$ cat src/rtl/instr_fetch_if.sv
// Fetch-stage bus: instruction memory req/ack plus the decode-side handshake
// and the control/ALU inputs that steer the next PC.
interface instr_fetch_if;
  logic        imem_req;
  logic [31:0] imem_addr;
  logic        imem_ack;
  logic [31:0] imem_rdata;
  logic [31:0] instr;
  logic [5:0]  opcode;
  logic        instr_valid;
  logic        instr_ready;
  logic        branch;
  logic        zero;
  logic        jump;
  logic [31:0] pc;
  logic        halted;
  logic [31:0] retired;

  modport master (
    output imem_req, imem_addr, instr, opcode, instr_valid, pc, halted, retired,
    input  imem_ack, imem_rdata, instr_ready, branch, zero, jump
  );

  modport slave (
    input  imem_req, imem_addr, instr, opcode, instr_valid, pc, halted, retired,
    output imem_ack, imem_rdata, instr_ready, branch, zero, jump
  );
endinterface

$ cat src/rtl/instr_fetch.sv
// Instruction fetch stage: holds the PC, fetches over req/ack, presents the
// instruction to decode and computes the next PC on consume.
module instr_fetch #(
  parameter logic [31:0] RESET_PC = 32'h0000_0000,
  parameter logic [5:0]  HALT_OP  = 6'b111111
) (
  input  logic          clk,
  input  logic          reset,
  instr_fetch_if.master bus
);

  typedef enum logic [1:0] {FETCH, VALID, HALT} state_t;

  state_t      state_reg;
  logic [31:0] pc_reg;
  logic [31:0] instr_reg;
  logic [31:0] retired_reg;
  logic        req_reg;
  logic        valid_reg;
  logic        halted_reg;

  logic [31:0] pc_plus4;
  logic [31:0] branch_off;
  logic [31:0] pc_next;

  always_comb begin
    pc_plus4   = pc_reg + 32'd4;
    branch_off = {{14{instr_reg[15]}}, instr_reg[15:0], 2'b00};
    if (bus.jump)
      pc_next = {pc_plus4[31:28], instr_reg[25:0], 2'b00};
    else if (bus.branch && bus.zero)
      pc_next = pc_plus4 + branch_off;
    else
      pc_next = pc_plus4;
  end

  // req comes up on the first clock after reset, so an ack is only taken
  // while a request is actually on the bus.
  always_ff @(posedge clk or negedge reset) begin
    if (!reset) begin
      state_reg   <= FETCH;
      pc_reg      <= {RESET_PC[31:2], 2'b00};
      instr_reg   <= 32'h0;
      retired_reg <= 32'h0;
      req_reg     <= 1'b0;
      valid_reg   <= 1'b0;
      halted_reg  <= 1'b0;
    end else begin
      case (state_reg)
        FETCH: begin
          req_reg <= 1'b1;
          if (req_reg && bus.imem_ack) begin
            instr_reg <= bus.imem_rdata;
            req_reg   <= 1'b0;
            valid_reg <= 1'b1;
            state_reg <= VALID;
          end
        end
        VALID: begin
          if (bus.instr_ready) begin
            pc_reg      <= pc_next;
            retired_reg <= retired_reg + 32'd1;
            valid_reg   <= 1'b0;
            if (instr_reg[31:26] == HALT_OP) begin
              halted_reg <= 1'b1;
              state_reg  <= HALT;
            end else begin
              req_reg   <= 1'b1;
              state_reg <= FETCH;
            end
          end
        end
        HALT: begin
          req_reg   <= 1'b0;
          valid_reg <= 1'b0;
        end
        default: state_reg <= HALT;
      endcase
    end
  end

  assign bus.imem_req    = req_reg;
  assign bus.imem_addr   = pc_reg;
  assign bus.pc          = pc_reg;
  assign bus.instr       = instr_reg;
  assign bus.opcode      = instr_reg[31:26];
  assign bus.instr_valid = valid_reg;
  assign bus.halted      = halted_reg;
  assign bus.retired     = retired_reg;

endmodule

$ cat src/flat_wrapper.sv
// flat-port wrapper written by rule: the top's interface ports become plain ports
module instr_fetch_flat 
#(
  parameter logic [31:0] RESET_PC = 32'h0000_0000,
  parameter logic [5:0]  HALT_OP  = 6'b111111
)
  (clk, reset, bus_imem_req, bus_imem_addr, bus_instr, bus_opcode, bus_instr_valid, bus_pc, bus_halted, bus_retired, bus_imem_ack, bus_imem_rdata, bus_instr_ready, bus_branch, bus_zero, bus_jump);
  instr_fetch_if bus_i ();
  input  logic clk;
  input  logic reset;
  output wire logic [$bits(bus_i.imem_req)-1:0] bus_imem_req;
  output wire logic [$bits(bus_i.imem_addr)-1:0] bus_imem_addr;
  output wire logic [$bits(bus_i.instr)-1:0] bus_instr;
  output wire logic [$bits(bus_i.opcode)-1:0] bus_opcode;
  output wire logic [$bits(bus_i.instr_valid)-1:0] bus_instr_valid;
  output wire logic [$bits(bus_i.pc)-1:0] bus_pc;
  output wire logic [$bits(bus_i.halted)-1:0] bus_halted;
  output wire logic [$bits(bus_i.retired)-1:0] bus_retired;
  input wire logic [$bits(bus_i.imem_ack)-1:0] bus_imem_ack;
  input wire logic [$bits(bus_i.imem_rdata)-1:0] bus_imem_rdata;
  input wire logic [$bits(bus_i.instr_ready)-1:0] bus_instr_ready;
  input wire logic [$bits(bus_i.branch)-1:0] bus_branch;
  input wire logic [$bits(bus_i.zero)-1:0] bus_zero;
  input wire logic [$bits(bus_i.jump)-1:0] bus_jump;
  assign bus_imem_req = bus_i.imem_req;
  assign bus_imem_addr = bus_i.imem_addr;
  assign bus_instr = bus_i.instr;
  assign bus_opcode = bus_i.opcode;
  assign bus_instr_valid = bus_i.instr_valid;
  assign bus_pc = bus_i.pc;
  assign bus_halted = bus_i.halted;
  assign bus_retired = bus_i.retired;
  assign bus_i.imem_ack = bus_imem_ack;
  assign bus_i.imem_rdata = bus_imem_rdata;
  assign bus_i.instr_ready = bus_instr_ready;
  assign bus_i.branch = bus_branch;
  assign bus_i.zero = bus_zero;
  assign bus_i.jump = bus_jump;
  instr_fetch #(.RESET_PC(RESET_PC), .HALT_OP(HALT_OP)) u_core (.clk(clk), .reset(reset), .bus(bus_i));
endmodule
$ cat config.mk
export PLATFORM = sky130hd
export DESIGN_NAME = instr_fetch_flat
export DESIGN_NICKNAME = d
export VERILOG_FILES = /design/src/rtl/instr_fetch_if.sv /design/src/rtl/instr_fetch.sv /design/src/flat_wrapper.sv
export SDC_FILE = /design/constraint.sdc
export NUM_CORES = 1
export LEC_CHECK = 0
export ABC_AREA = 0
export CORE_MARGIN = 3
export CORE_UTILIZATION = 35
export DETAILED_ROUTE_END_ITERATION = 10
export HOLD_SLACK_MARGIN = 0.05
export PLACE_DENSITY_LB_ADDON = 0.25
export SYNTH_ARGS = -nofsm -noshare
export SYNTH_HDL_FRONTEND = slang
export SYNTH_SLANG_ARGS = --single-unit
$ cat constraint.sdc
create_clock -name clk -period 3.5 [get_ports clk]
set_input_delay 0.525 -clock clk [delete_from_list [all_inputs] [get_ports clk]]
set_output_delay 0.525 -clock clk [all_outputs]
set_load 0.01 [all_outputs]
After elaboration in Yosys (flattened, before gate mapping)

Index checks and enable logic that the tools add are counted.

Add/subtract/negate cells: 3
Equal/unequal tests: 6
Muxes and demuxes: 13
Bitwise logic cells: 1
Reduce and logical (&&, ||, !) cells: 10

Operators by type and width:

| operator                                                        | number |
|---|---|
| 32-bit two-way mux                                              | 2 |
| 32-bit by 1-bit adder with 32-bit output, second input constant | 1 |
| 32-bit by 3-bit adder with 32-bit output, second input constant | 1 |
| 32-bit adder                                                    | 1 |
| 3-bit AND reduction                                             | 4 |
| 6-bit == test, second input constant                            | 1 |
| 2-bit two-way mux                                               | 3 |
| 1-bit one-hot mux with 3 select lines                           | 2 |
| 2-bit one-hot mux with 3 select lines                           | 1 |
| 1-bit two-way mux                                               | 5 |
| 2-bit != test, second input constant                            | 2 |
| 2-bit AND reduction                                             | 2 |
| 3-bit nonzero test                                              | 1 |
| 2-bit by 1-bit == test with 1-bit output, second input constant | 1 |
| 2-bit == test, second input constant                            | 1 |
| 1-bit logical AND                                               | 2 |
| 2-bit zero test                                                 | 1 |
| 2-bit by 1-bit != test with 1-bit output, second input constant | 1 |
| 1-bit NOT                                                       | 1 |

Bits in registers: 101
Input bits: 39
Output and inout bits: 137
Word-level logic and storage cells: 40

Longest topological paths before layout

Depth in word-level cells: 4
Mapped depth: 17
Gate-level depth less buffers: 16

Least setup slack after synthesis

No wires, ideal clock.

Path kind: register -> register
From: register u_core.pc_reg[8], in the netlist u_core.bus.imem_addr[8]
To: register u_core.pc_reg[31], in the netlist u_core.bus.imem_addr[31]
Library setup time: 125 ps
Data arrival time: 3445 ps
Required time: 3375 ps
Setup slack: -70 ps
Cell stages (with the launch flop): 17
Buffers on the path: 1
Period minus slack after synthesis: 3570 ps
Path through: dfrtp_1 -> and4_4 -> and3_4 -> nand4_4 -> nor2_1 -> xor2_1 -> ha_1 -> buf_6 -> a21o_1 -> a21o_1 -> a21o_1 -> a211oi_2 -> nor4bb_1 -> or4_4 -> o21ai_2 -> nor3_2 -> xnor2_1

Word-level cells in the longest chain between the ends: 4

Ends and longest elaborated chain:

| item                                         | RTL line          | source |
|---|---|---|
| from (decl)                                  | instr_fetch.sv:15 | `logic [31:0] pc_reg;` |
| from (signal assigned)                       | instr_fetch.sv:42 | `pc_reg <= {RESET_PC[31:2], 2'b00};` |
| from (signal assigned)                       | instr_fetch.sv:61 | `pc_reg <= pc_next;` |
| 32-bit by 3-bit adder with 32-bit output (*) | instr_fetch.sv:27 | `pc_plus4 = pc_reg + 32'd4;` |
| 32-bit adder                                 | instr_fetch.sv:32 | `pc_next = pc_plus4 + branch_off;` |
| 32-bit two-way mux                           | instr_fetch.sv:31 | `else if (bus.branch && bus.zero)` |
| 32-bit two-way mux (*)                       | instr_fetch.sv:29 | `if (bus.jump)` |

Every way passes the cells marked *; elsewhere a longest branch is shown, timed or not.
A chain may end at the register's enable or synchronous reset.

Final worst setup path

From: register u_core.pc_reg[4], in the netlist u_core.bus.imem_addr[4]
To: register u_core.pc_reg[20], in the netlist u_core.bus.imem_addr[20]

Word-level cells in the longest chain between the ends: 4

Ends and longest elaborated chain:

| item                                         | RTL line |
|---|---|
| 32-bit by 3-bit adder with 32-bit output (*) | instr_fetch.sv:27 |
| 32-bit adder                                 | instr_fetch.sv:32 |
| 32-bit two-way mux (*)                       | instr_fetch.sv:31 |
| 32-bit two-way mux (*)                       | instr_fetch.sv:29 |

Marks and branches as above.

==> results.md <==
- Post-route ant nets: 0
- Worst Setup Start Kind: flip-flop
- Final setup viols: 0
- Net load switching power: 3.93 mW
- Pins Over Slew Limit: 0
- Synth Area in Adders: 0.0775
- Slew HR: 0.520
- Number of I/O port buffers: 171
- Post-synth ARST share: 1.00
- CP top delay family: compound AO/OA/AOI/OAI gates
- Max cap viols: 0
- Worst-path cell chain: buf_4 -> nand3_1 -> nor2_2 -> nand3_2 -> xnor2_2 -> ha_4 -> a21o_1 -> a21o_1 -> a21o_1 -> a221oi_4 -> nand2b_4 -> a21o_1 -> xor2_1 -> a211oi_1 -> a211o_1
- Crit. path cell count: 15
- VDD IR-drop max: 0.417 mV
- Req. time, crit path: 3740 ps
- Nets: 1055
- Clock power frac: 0.118
- Initial antenna violation count: 0
- Commonest non-fill, non-tap cell in the layout: clkdlybuf4s50_1
- Status: finished clean
- Post-synthesis mux area share: 0.0585
- Post-synth EDFFs: 0
- Share of layout cells above drive strength 1: 0.184
- Final Cycle Share: 0.964
- Post-Synth XOR/XNOR Area: 0.101
- Register area: 2490 um^2
- Tot Pwr: 9.19 mW
- Reg2reg end: u_core.bus.imem_addr[20]
- CTS clk-pin slew, worst paths: 70 ps
- CTS sink count: 99
- Synth unique cells: 67
- Final Hold Viols: 0
- Yosys top cell area share: 0.352
- Routed length on met2: 9980 um
- Root Buffer: clkbuf_16
- # DRC: 0
- Largest net degree at the start of global routing: 54
- Clk Latency, worst-skew pair: 360 ps
- RR Startpoint: u_core.bus.imem_addr[4]
- Hold slack final: 214 ps
- CTS tree: built
- Sw Share: 0.428
- Initial Util: 0.359
- Worst-Margin Slew: 720 ps
- Layout fillers: 1868
- Mean routed wirelength per cell: 17.1 um
- R2R setup slack: 130 ps
- Post-Syn Area: 7040 um^2
- Worst Setup SP: u_core.bus.imem_addr[4]
- Layout overhead on the synthesized area: 38.4%
- Largest family of logic cells by synthesized area: simple AND/OR/NAND/NOR gates
- Die area: 21900 um^2
- DR WL met3: 1100 um
- Worst Setup Path Type: flip-flop to flip-flop
- FF+latch count, synth: 99
- Synth warn: 0
- Final design utilization: 0.497
- Post-synth top area cell: dfrtp_1
- Global-route wire length before repair: 34900 um
- Flop pwr share: 0.218
- Die H: 148 um
- Detailed Place HPWL: 16100 um
- Max stage delay on crit path: 390 ps
- DR vias/cell: 5.17
- Clock Skew: 8.83 ps
- Starting DRC count in detailed routing: 391
- Most frequent cells in the layout: 170 x clkdlybuf4s50_1, 92 x dfrtp_1, 91 x nand2_1
- Vias in the first global route: 6411
- P per Cell Area: 942 nW/um^2
- Gpl congestion: 0.962
- Compound-Gate Fraction of Synth Area: 0.167
- Logic pwr share: 0.664
- CP Max Fanout: 7
- Met1 wire length: 9910 um
- Ant. Diodes: 0
- H-tree Lvls: 3
- CP bufs+invs: 1
- 1st-pass router iterations: 5
- Multi-input logic area: 4260 um^2
- R2R cell count: 15
- Synth Area in Simple Gates: 0.176
- Dominant cells by area after synthesis: dfrtp_1 35%, ha_1 7.5%, xnor2_1 6.8%, mux2_2 5.3%, nand2_1 4.9%
- Setup crit end: u_core.bus.imem_addr[20]
- Die Span X: 148 um
- DR vias: 6426
- IO Pins: 176
- GRT overflow: 0
- Slowest-stage cell, CP: a221oi_4
- Lkg Pwr: 4.30 nW
- RSZ-0062 raised after global routing: true
- Buffer depth of the longest clock path: 2
- F_max: 296 MHz
- Element type at the critical path end: flip-flop
- Area of the core: 19600 um^2
- Sequential element share of the synthesized area: 0.352
- Critical Path Most Common Cell: a21o_1
- Std-Cell Rows: 51
- Worst hold path type: input port to async pin
- Highest routed layer: met4
- Ys flop type: dfrtp_1
- Total routing usage reported by global routing: 0.198
- Period minus WS final: 3370 ps
- CTS buffer count: 9
- Worst EP arrival: 3610 ps
- Syn Area/Cell: 9.02 um^2
- Final WL: 21300 um
- Syn Inst Count: 781
- Internal Power: 5.26 mW
- Final setup TNS: 0 ps
[layer usage]
layer | vias up | track usage
met3 | 22 | 0.0362
met2 | 188 | 0.318
met1 | 3101 | 0.275
met5 | - | 0
met4 | 0 | 0.0545
li1 | 3115 | -
[kinds of logic (layout without fill, tap and decap cells)]
group / Yosys count / in the layout
AO/OA/AOI/OAI: 180 / 180
flip-flops: 99 / 99
buffers and inverters: 85 / 279
adder cells (fa/ha/maj): 43 / 43
XOR/XNOR: 81 / 81
other: 1 / 4
AND/OR/NAND/NOR: 255 / 255
multiplexers: 37 / 37
[stage by stage]
stage / cell area [um^2] / std cells / setup slack (ps)
after global placement: 9230 / 1222 / -113
after global routing: 9750 / 1243 / -25.0
after detailed placement: 9230 / 1222 / -128
after CTS: 9570 / 1238 / 7.62
after floorplan: 7060 / 784 / 16.3
final: 9750 / 1243 / 126
[area by class of cell]
| type | count | area share |
|---|---|---|
| clock inverter | 6 | 0.00796 |
| timing repair buffer | 248 | 0.235 |
| multi-input combinational | 600 | 0.438 |
| sequential | 99 | 0.255 |
| clock buffer | 10 | 0.0245 |
| inverter | 15 | 0.00578 |
| tap | 265 | 0.0340 |
[power by group through the flow]
stage / Combinational [mW] / Sequential (mW) / Clock, mW
finish: 6.10 / 2.00 / 1.09
floorplan: 3.39 / 2.18 / 0
CTS: 5.93 / 1.99 / 1.12
global placement: 5.84 / 2.00 / 0
global route: 6.69 / 2.07 / 1.15
detailed placement: 5.84 / 2.01 / 0
[timing repair]
action	CTS	global route
hold buffers	0	0
gates resized for setup	4	34
pin swaps	0	16
endpoints found under the setup margin	4	16
buffers inserted	0	5
gates cloned	0	0
[worst register-to-register path: cells and delay by family, from the launching register on]
family | cells | cell delay (ps)
flip-flops | 1 | 360
AND/OR/NAND/NOR | 4 | 560
XOR/XNOR | 2 | 400
AO/OA/AOI/OAI | 7 | 1540
adder cells (fa/ha/maj) | 1 | 250
buffers and inverters | 1 | 150
[how the worst min path moves through the flow]
stage | startpoint | end | slack, ps | cells after the start
finish | reset | u_core.bus.retired[28] | 210 | 1
global route | reset | u_core.bus.retired[31] | 270 | 1
detailed placement | u_core.bus.retired[31] | u_core.bus.retired[31] | 460 | 1
CTS | reset | u_core.bus.retired[31] | 240 | 1
floorplan | reset | u_core.bus.halted | 230 | 0
global placement | u_core.bus.halted | u_core.bus.halted | 460 | 1
[cell usage after synthesis (all sizes together) (2+ instances only)]
cell type,n
a21boi,2
ha,42
nor2,54
nand4,15
a211oi,10
nand2,92
or2,3
o21a,4
o22ai,8
nand2b,4
a31oi,5
a21o,21
and2,9
a221oi,4
o311ai,2
o21ai,44
mux2,33
xor2,26
o21bai,11
nor3b,2
clkbuf,22
mux2i,4
dfrtp,99
o211a,4
o211ai,9
buf,48
nand3,36
or3,4
xnor2,55
and3,18
a21oi,45
and4,5
inv,14
nor4,2
nor3,8
Note: power is estimated with default switching activity, not from simulation.
